### src/rtl/vga_pkg.sv
// Timing constants for 640x480@60 and the derived sync window positions.
// Also provides the inclusive range compare used by the sync decodes.
package vga_pkg;

  localparam int unsigned H_ACTIVE = 640;
  localparam int unsigned H_FP     = 16;
  localparam int unsigned H_SYNC   = 96;
  localparam int unsigned H_BP     = 48;
  localparam int unsigned V_ACTIVE = 480;
  localparam int unsigned V_FP     = 10;
  localparam int unsigned V_SYNC   = 2;
  localparam int unsigned V_BP     = 33;
  localparam bit          SYNC_POL = 1'b0;

  localparam int unsigned H_TOTAL  = H_ACTIVE + H_FP + H_SYNC + H_BP;
  localparam int unsigned V_TOTAL  = V_ACTIVE + V_FP + V_SYNC + V_BP;
  localparam int unsigned HS_START = H_ACTIVE + H_FP;
  localparam int unsigned HS_END   = HS_START + H_SYNC - 1;
  localparam int unsigned VS_START = V_ACTIVE + V_FP;
  localparam int unsigned VS_END   = VS_START + V_SYNC - 1;

  function automatic logic in_range(input logic [9:0] val,
                                    input logic [9:0] lo,
                                    input logic [9:0] hi);
    return (val >= lo) && (val <= hi);
  endfunction

endpackage

### src/rtl/axis_counter.sv
// Modulo-N position counter with enable; o_wrap flags the terminal count so
// the next enabled cycle returns to zero.
module axis_counter #(
  parameter int unsigned N = 800,
  parameter int unsigned W = 10
) (
  input  logic         i_clk,
  input  logic         i_rst,
  input  logic         i_en,
  output logic [W-1:0] o_cnt,
  output logic         o_wrap
);

  localparam logic [W-1:0] LAST = W'(N - 1);

  logic [W-1:0] cnt_q;
  logic [W-1:0] cnt_d;

  always_comb begin
    cnt_d = cnt_q;
    if (i_en) begin
      cnt_d = (cnt_q == LAST) ? '0 : cnt_q + 1'b1;
    end
  end

  always_ff @(posedge i_clk or posedge i_rst) begin
    if (i_rst) cnt_q <= '0;
    else       cnt_q <= cnt_d;
  end

  assign o_cnt  = cnt_q;
  assign o_wrap = (cnt_q == LAST);

endmodule

### src/rtl/vga_sync_gen.sv
// Pixel timing generator: h/v position counters stepped by the pixel strobe,
// with sync, blanking, clamped coordinates, frame markers and frame counter.
module vga_sync_gen
  import vga_pkg::*;
#(
  parameter int unsigned H_ACTIVE = vga_pkg::H_ACTIVE,
  parameter int unsigned H_FP     = vga_pkg::H_FP,
  parameter int unsigned H_SYNC   = vga_pkg::H_SYNC,
  parameter int unsigned H_BP     = vga_pkg::H_BP,
  parameter int unsigned V_ACTIVE = vga_pkg::V_ACTIVE,
  parameter int unsigned V_FP     = vga_pkg::V_FP,
  parameter int unsigned V_SYNC   = vga_pkg::V_SYNC,
  parameter int unsigned V_BP     = vga_pkg::V_BP,
  parameter bit          SYNC_POL = vga_pkg::SYNC_POL
) (
  input  logic        i_clk,
  input  logic        i_rst,
  input  logic        i_pix_stb,
  output logic        o_hs,
  output logic        o_vs,
  output logic        o_blanking,
  output logic        o_active,
  output logic        o_screenend,
  output logic        o_animate,
  output logic [9:0]  o_x,
  output logic [8:0]  o_y,
  output logic [15:0] o_frame
);

  localparam int unsigned H_TOT = H_ACTIVE + H_FP + H_SYNC + H_BP;
  localparam int unsigned V_TOT = V_ACTIVE + V_FP + V_SYNC + V_BP;

  localparam logic [9:0] H_ACT_W = 10'(H_ACTIVE);
  localparam logic [9:0] V_ACT_W = 10'(V_ACTIVE);
  localparam logic [9:0] HS_LO   = 10'(H_ACTIVE + H_FP);
  localparam logic [9:0] HS_HI   = 10'(H_ACTIVE + H_FP + H_SYNC - 1);
  localparam logic [9:0] VS_LO   = 10'(V_ACTIVE + V_FP);
  localparam logic [9:0] VS_HI   = 10'(V_ACTIVE + V_FP + V_SYNC - 1);
  localparam logic [9:0] X_MAX   = 10'(H_ACTIVE - 1);
  localparam logic [8:0] Y_MAX   = 9'(V_ACTIVE - 1);

  logic [9:0]  h_cnt;
  logic [9:0]  v_cnt;
  logic        h_wrap;
  logic        v_wrap;
  logic        v_en;
  logic [15:0] frame_q;
  logic [15:0] frame_d;
  logic        h_vis;
  logic        v_vis;

  assign v_en = i_pix_stb & h_wrap;

  axis_counter #(.N(H_TOT), .W(10)) u_h_cnt (
    .i_clk  (i_clk),
    .i_rst  (i_rst),
    .i_en   (i_pix_stb),
    .o_cnt  (h_cnt),
    .o_wrap (h_wrap)
  );

  axis_counter #(.N(V_TOT), .W(10)) u_v_cnt (
    .i_clk  (i_clk),
    .i_rst  (i_rst),
    .i_en   (v_en),
    .o_cnt  (v_cnt),
    .o_wrap (v_wrap)
  );

  always_comb begin
    frame_d = frame_q;
    if (v_en && v_wrap) begin
      frame_d = frame_q + 16'd1;
    end
  end

  always_ff @(posedge i_clk or posedge i_rst) begin
    if (i_rst) frame_q <= '0;
    else       frame_q <= frame_d;
  end

  // All outputs decode the registered counters directly, so reset reaches
  // them without waiting for a clock edge.
  always_comb begin
    h_vis       = (h_cnt < H_ACT_W);
    v_vis       = (v_cnt < V_ACT_W);
    o_hs        = in_range(h_cnt, HS_LO, HS_HI) ? SYNC_POL : ~SYNC_POL;
    o_vs        = in_range(v_cnt, VS_LO, VS_HI) ? SYNC_POL : ~SYNC_POL;
    o_active    = h_vis && v_vis;
    o_blanking  = ~o_active;
    o_x         = h_vis ? h_cnt : X_MAX;
    o_y         = v_vis ? v_cnt[8:0] : Y_MAX;
    o_animate   = (v_cnt == V_ACT_W) && (h_cnt == 10'd0);
    o_screenend = h_wrap && v_wrap;
    o_frame     = frame_q;
  end

endmodule
### config.mk
export PLATFORM = sky130hd
export DESIGN_NAME = vga_sync_gen
export DESIGN_NICKNAME = d
export VERILOG_FILES = /design/src/rtl/vga_pkg.sv /design/src/rtl/axis_counter.sv /design/src/rtl/vga_sync_gen.sv
export SDC_FILE = /design/constraint.sdc
export NUM_CORES = 1
export LEC_CHECK = 0
export ABC_AREA = 1
export CAP_MARGIN = 10
export CORE_UTILIZATION = 45
export DETAILED_ROUTE_END_ITERATION = 10
export PLACE_DENSITY = 0.81
export SETUP_SLACK_MARGIN = 0.1
export SYNTH_ARGS = -nofsm -noshare
export SYNTH_HDL_FRONTEND = slang
export SYNTH_SLANG_ARGS = --single-unit
### constraint.sdc
create_clock -name i_clk -period 1.6 [get_ports i_clk]
set_input_delay 0.32 -clock i_clk [delete_from_list [all_inputs] [get_ports i_clk]]
set_output_delay 0.32 -clock i_clk [all_outputs]
set_load 0.01 [all_outputs]
==> results of run 1 <==
-- placed cells by master (no fill, tap or decap), types with 2 or more instances in the layout --
master / count
buf_2: 7
buf_4: 70
buf_6: 42
clkbuf_2: 6
clkbuf_8: 6
clkdlybuf4s50_1: 2
clkinv_2: 2
dfrtp_1: 29
dfrtp_2: 7
dlygate4sd2_1: 16
ha_1: 3
ha_4: 2
inv_1: 38
inv_2: 7
nand2_1: 77
nand2_2: 32
nand2_4: 10
nand3_1: 18
nand3_2: 7
nand4_1: 11
nor2_1: 29
nor2_2: 5
nor2_4: 10
nor3_2: 5
nor4_4: 2
o21ai_1: 8
o21ai_2: 13
xnor2_1: 2
xor2_1: 13
-- state kept, by name, summed over array words and instances, names as in the netlist --
name and count:
u_h_cnt.o_cnt 10, o_frame 16, u_v_cnt.o_cnt 10
-- per-layer routing --
layer  global-route usage [%]  vias to the layer above
li1                         -                     1378
met1                     35.0                     1480
met2                     57.4                      183
met3                     4.95                       47
met4                     8.39                        0
met5                        0                        -
-- logic make-up after synthesis --
family / Yosys count / synth area share (%)
XOR/XNOR: 15 / 5.52
buffers and inverters: 52 / 9.21
AND/OR/NAND/NOR: 211 / 39.1
adder cells (fa/ha/maj): 5 / 2.63
flip-flops: 36 / 37.9
AO/OA/AOI/OAI: 25 / 5.68
-- metrics by stage --
stage               setup WS (ns)  power [mW]  instance area, sq um  instances  util (%)
floorplan                   0.102        1.59                  2400        344         -
global placement           -0.290        2.17                  3300        507      64.6
detailed placement         -0.322        2.21                  3300        507      64.6
CTS                        -0.239        3.14                  3870        553      75.7
global route               -0.402        3.62                  4170        561      81.6
finish                     -0.346        3.48                  4170        561      81.6
-- critical path, cell delays in order (launching register included) --
cell and delay, ns:
dfrtp_1 0.41, inv_2 0.10, ha_4 0.16, nand3_2 0.10
nor2_4 0.13, inv_2 0.06, nor4_4 0.19, buf_2 0.19
-- final timing paths --
path,startpoint,slack (ns),endpoint,cells after the start
worst min-delay path,i_rst,0.35,u_h_cnt.o_cnt[4],3
worst min register to register,o_frame[15],0.57,o_frame[15],2
max in group asynchronous,i_rst,1.01,o_frame[2],3
worst max register to register,u_v_cnt.o_cnt[1],-0.11,o_frame[3],10
min in group i_clk,o_frame[15],0.57,o_frame[15],2
worst max-delay path,u_v_cnt.o_cnt[1],-0.35,o_screenend,7
-- cell type report --
class | instances | area [sq um] | area share [%]
multi-input combinational | 256 | 1650 | 39.6
clock inverter | 2 | 10.0 | 0.240
inverter | 46 | 175 | 4.20
sequential | 36 | 910 | 21.8
timing repair buffer | 145 | 1250 | 30.1
tap | 70 | 87.6 | 2.10
clock buffer | 6 | 82.6 | 1.98
-- repair_timing --
| item | in CTS | in global routing |
|---|---|---|
| setup endpoints to repair | 70 | 57 |
| setup buffers | 37 | 9 |
| cloned | 3 | 0 |
| pin swaps | 20 | 22 |
| resized for setup | 186 | 100 |
-- power groups by stage --
stage	sequential (mW)	combinational, mW	clock (mW)
final	1.15	1.62	0.711
after global routing	1.17	1.70	0.752
after CTS	1.13	1.29	0.715
after detailed placement	1.14	1.07	0
after global placement	1.13	1.04	0
after floorplan	1.13	0.458	0
==> reports/metrics.csv, run 1 <==
stage;metric;value;unit
status;status;finished with violations;
status;failed_checks;negative setup slack;
sta;fin_crit_sh;122;%
drt;drt-total-wl;9.44;mm
placed_design;globalplace.congestion;0.899;
drt;post_drt_wl_per_cell;16.8;um
drt;vias_per_cell;5.50;
synth;yosys.area.top_type;dfrtp_1;
grt;grt_max_degree;37;
synth;synth_seq_area_share;37.9;%
cells_and_area;antenna_cells;0;
floorplanning;die_area;0.00558;sq mm
clock_network;path_clk_slew;0.09;ns
synth;synth_edf_count;0;
drt;drc_errors;0;
floorplanning;dieHeight;74.7;um
sta;finalHoldViolations;0;
drt;met3_length;665;um
cells_and_area;n_fill_cell;292;
pwr;power_frac_clock;20.4;%
floorplanning;placementRows;26;
synth;async_flop_share;100;%
synth;synth_fp_nets;352;
pwr;power_frac_comb;46.4;%
drt;vias;3088;
grt;grt_pass1_vias;2792;
grt;overflow;0;
sta;period_needed;1.95;ns
pwr;seq_power_share;33.2;%
grt;antenna_found_initial;0;
sta;clock_skew;0.0144;ns
cells_and_area;syn2layout_area_growth;75.3;%
floorplanning;die_x;74.7;um
clock_network;clock-root-buffer;clkbuf_8;
floorplanning;io_pins;44;
grt;grt_pass1_wl;12.7;mm
run;max-cap-violations;0;
drt;route.met2.wl;4.92;mm
placed_design;io_buffer_count;43;
synth;synthDistinctLibCells;28;
clock_network;hold_buffers;0;
worst_setup_path;start_kind;flop;
cells_and_area;drive_gt1_share;48.7;%
sta;slew_headroom;79.5;%
sta;fin_hold_ws;0.352;ns
sta;fin_setup_tns;-5.54;ns
synth;synth.most_common_cell;nand2_1;
clock_network;clkLatencyLatePin;0.30;ns
synth;synth_cells;344;
drt;ant_nets;0;
synth;synth-main-ff-cell;dfrtp_1;
sta;worst-slew-pin-transition;0.306;ns
placed_design;hpwl;4.82;mm
worst_setup_path;critical_path_arrival;1.63;ns
pwr;intPower;2.18;mW
grt;grt_use_total;30.3;%
drt;top_layer_used;met4;
synth;synth.area.top_cells;dfrtp_1 (38%), nand2_1 (18%), inv_1 (6.9%);
worst_setup_path;crit_path_end_kind;output port;
sta;postLayoutSetupSlackWorst;-0.346;ns
synth;synth.top_cells.by_count;nand2_1 (117), inv_1 (44), nor2_1 (39);
clock_network;htreeDepth;2;
pwr;powerDensity;835;mW/mm^2
synth;synth-seq-cells;36;
sta;rsz0062_at_grt;true;
cells_and_area;nets;498;
pwr;ir_drop;0.742;mV
worst_setup_path;required;1.28;ns
worst_hold_path;hp-class;input pin to asynchronous set/reset pin;
sta;setup_viol;45;
sta;report.final.slew_viol_count;0;
clock_network;cts_buffer_depth;2;
clock_network;cts_buffers;5;
clock_network;cts_sinks;36;
worst_setup_path;cp_max_fo;2;
synth;yosysWarningCount;0;
synth;synth.cell_area;0.00238;sq mm
floorplanning;coreArea;0.00511;sq mm
sta;max_freq;514;MHz
pwr;swShare;37.2;%
synth;synth_top_area_share;37.9;%
floorplanning;start_util;46.6;%
synth;syn_area_per_cell;6.91;sq um
worst_setup_path;worst-setup-path-type;flop to output port;
clock_network;cts_tree;built;
pwr;switchingPower;1.30;mW
drt;m1WireLength;3.43;mm
drt;drtPass1Iterations;6;
drt;drt_iter0_markers;397;
pwr;p_leak;2.13;nW
No activity file was read; power rests on OpenSTA's default activity.
==> inputs of run 2 (changes only) <==
Settings changed: SKIP_CTS_REPAIR_TIMING set to 1.
==> run 2 against run 1 <==
Compared with the run above: the run still ends with negative setup slack left; non-clock buffer count is 28 lower; sequential power barely moved; register-to-register slack improved by 0.06 ns; sequential share of layout area is 3.0 points higher; core utilization decreased by 9.2 points; flip-flop and latch count unchanged; final area decreased by 11%; final cell count down 5.0%; critical path depth unchanged; wire length decreased by 28%; via count shrank 14%; critical path type unchanged; critical endpoint is now o_active.
==> reports/metrics.csv, run 2 (synthesis results as in run 1) <==
stage;metric;value;unit
drt;vias_per_cell;4.98;
worst_setup_path;reg2reg_to;u_v_cnt.o_cnt[7];
grt;grt_pass1_vias;2399;
worst_setup_path;r2r_cells;9;
sta;report.final.slew_viol_count;0;
sta;fin_setup_tns;-2.89;ns
worst_hold_path;hp-class;input pin to asynchronous set/reset pin;
sta;clock_skew;0.0116;ns
drt;drt-total-wl;6.82;mm
sta;rsz0062_at_grt;true;
clock_network;htreeDepth;2;
cells_and_area;final_cell_mix;nand2_1 (108), buf_4 (66), inv_1 (40);
sta;setup_viol;25;
drt;drtPass1Iterations;4;
floorplanning;die_area;0.00558;sq mm
cells_and_area;antenna_cells;0;
grt;grt_max_degree;37;
sta;postLayoutSetupSlackWorst;-0.237;ns
grt;grt_use_total;24.7;%
drt;drt_iter0_markers;89;
cells_and_area;post-route-util;72.4;%
sta;period_needed;1.84;ns
placed_design;io_buffer_count;43;
sta;worst-slew-pin-transition;0.313;ns
placed_design;dpl_worst_slack;-0.322;ns
floorplanning;die_x;74.7;um
clock_network;path_clk_slew;0.08;ns
pwr;power;3.09;mW
cells_and_area;n_fill_cell;400;
worst_setup_path;critPathSlowestCell;dfrtp_1;
worst_setup_path;worst-setup-path-type;flop to output port;
drt;drc_errors;0;
floorplanning;placementRows;26;
clock_network;clock-root-buffer;clkbuf_8;
placed_design;globalplace.congestion;0.899;
cells_and_area;syn2layout_area_growth;55.4;%
clock_network;cts_tree;built;
grt;grt_pass1_wl;10.5;mm
pwr;ir_drop;0.799;mV
status;status;finished with violations;
cells_and_area;drive_gt1_share;32.0;%
sta;max_freq;544;MHz
cells_and_area;layout_commonest_cell;nand2_1;
drt;vias;2652;
cells_and_area;largest_reg_flops;16;
pwr;p_leak;2.12;nW
grt;overflow;0;
clock_network;cts_buffer_depth;2;
clock_network;cts_sinks;36;
sta;slew_headroom;79.0;%
cells_and_area;fin_cells;533;
worst_setup_path;r2r-start;u_h_cnt.o_cnt[1];
worst_setup_path;slowest_delay;0.42;ns
floorplanning;coreArea;0.00511;sq mm
placed_design;hpwl;4.82;mm
run;max-cap-violations;0;
placed_design;dp.cells;507;
worst_setup_path;reg2reg_slack;-0.05;ns
drt;ant_nets;0;
worst_setup_path;crit_buf_inv;3;
clock_network;cts_buffers;5;
worst_setup_path;cp_common_cell;nand2_1;
drt;post_drt_wl_per_cell;12.8;um
floorplanning;io_pins;44;
status;failed_checks;negative setup slack;
floorplanning;start_util;46.6;%
cells_and_area;nets;470;
worst_setup_path;crit_family;simple AND/OR/NAND/NOR gates;
sta;finalHoldViolations;0;
clock_network;clkLatencyLatePin;0.30;ns
worst_setup_path;start_kind;flop;
worst_setup_path;critical_path_arrival;1.52;ns
worst_setup_path;path_cells;nand2_1 > nor2_2 > nor2_4 > buf_4 > nand2_1 > inv_1 > dlymetal6s2s_1;
worst_setup_path;cp_max_fo;4;
worst_setup_path;crit_path_end_kind;output port;
pwr;powerDensity;837;mW/mm^2
grt;antenna_found_initial;0;
sta;fin_crit_sh;115;%
worst_setup_path;required;1.28;ns
floorplanning;dieHeight;74.7;um
## run 2: cell count changes in the layout (fill, tap and decap cells not counted), moves of 11 or more
cell | previous run | this run
buf_6 | 42 | 13
nand2_2 | 32 | 6
dlygate4sd2_1 | 16 | 0
o21ai_0 | 1 | 20
o21ai_2 | 13 | 2
dlymetal6s2s_1 | 0 | 24
nand2_1 | 77 | 108
## run 2: worst max path at each step
stage,start,to,slack [ns],cells past startpoint
floorplan,u_v_cnt.o_cnt[0],o_screenend,0.10,6
global placement,u_v_cnt.o_cnt[1],o_screenend,-0.29,7
detailed placement,u_v_cnt.o_cnt[1],o_screenend,-0.32,7
CTS,u_v_cnt.o_cnt[1],o_screenend,-0.67,7
global route,u_v_cnt.o_cnt[5],o_active,-0.32,7
finish,u_v_cnt.o_cnt[7],o_active,-0.24,7
## run 2: layer usage
metal  part of all wire [%]  global-route usage [%]
met1                     43                    29.6
met4                    1.8                    8.18
met2                     52                    44.6
met5                      0                       0
met3                    3.7                    4.69
## run 2: layout make-up
type / count / area, sq um / area share [%]
clock buffer: 6 / 82.6 / 2.23
clock inverter: 2 / 10.0 / 0.271
inverter: 46 / 173 / 4.67
multi-input combinational: 256 / 1380 / 37.4
sequential: 36 / 916 / 24.8
tap: 70 / 87.6 / 2.37
timing repair buffer: 117 / 1050 / 28.3
## run 2: report_power, final
| group | leakage [nW] | switching, mW | internal (mW) |
|---|---|---|---|
| logic | 1.65 | 0.610 | 0.645 |
| clock network | 0.0510 | 0.349 | 0.344 |
| registers | 0.419 | 0.125 | 1.02 |
| total | 2.12 | 1.08 | 2.01 |
## run 2: per-stage QoR
stage / hold WS, ns / cell area [sq um]
final: 0.355 / 3700
after global routing: 0.385 / 3700
after CTS: 0.364 / 3390
after detailed placement: 0.531 / 3300
after global placement: 0.513 / 3300
after floorplan: 0.487 / 2400
## run 2: worst register-to-register path, cell delays in order (launching register included)
cell     delay, ns
dfrtp_1       0.38
ha_1          0.23
nand2_4       0.08
buf_4         0.15
nor2_4        0.12
nand3_1       0.13
nor2_1        0.11
buf_4         0.19
nand3_1       0.08
o21ai_0       0.10
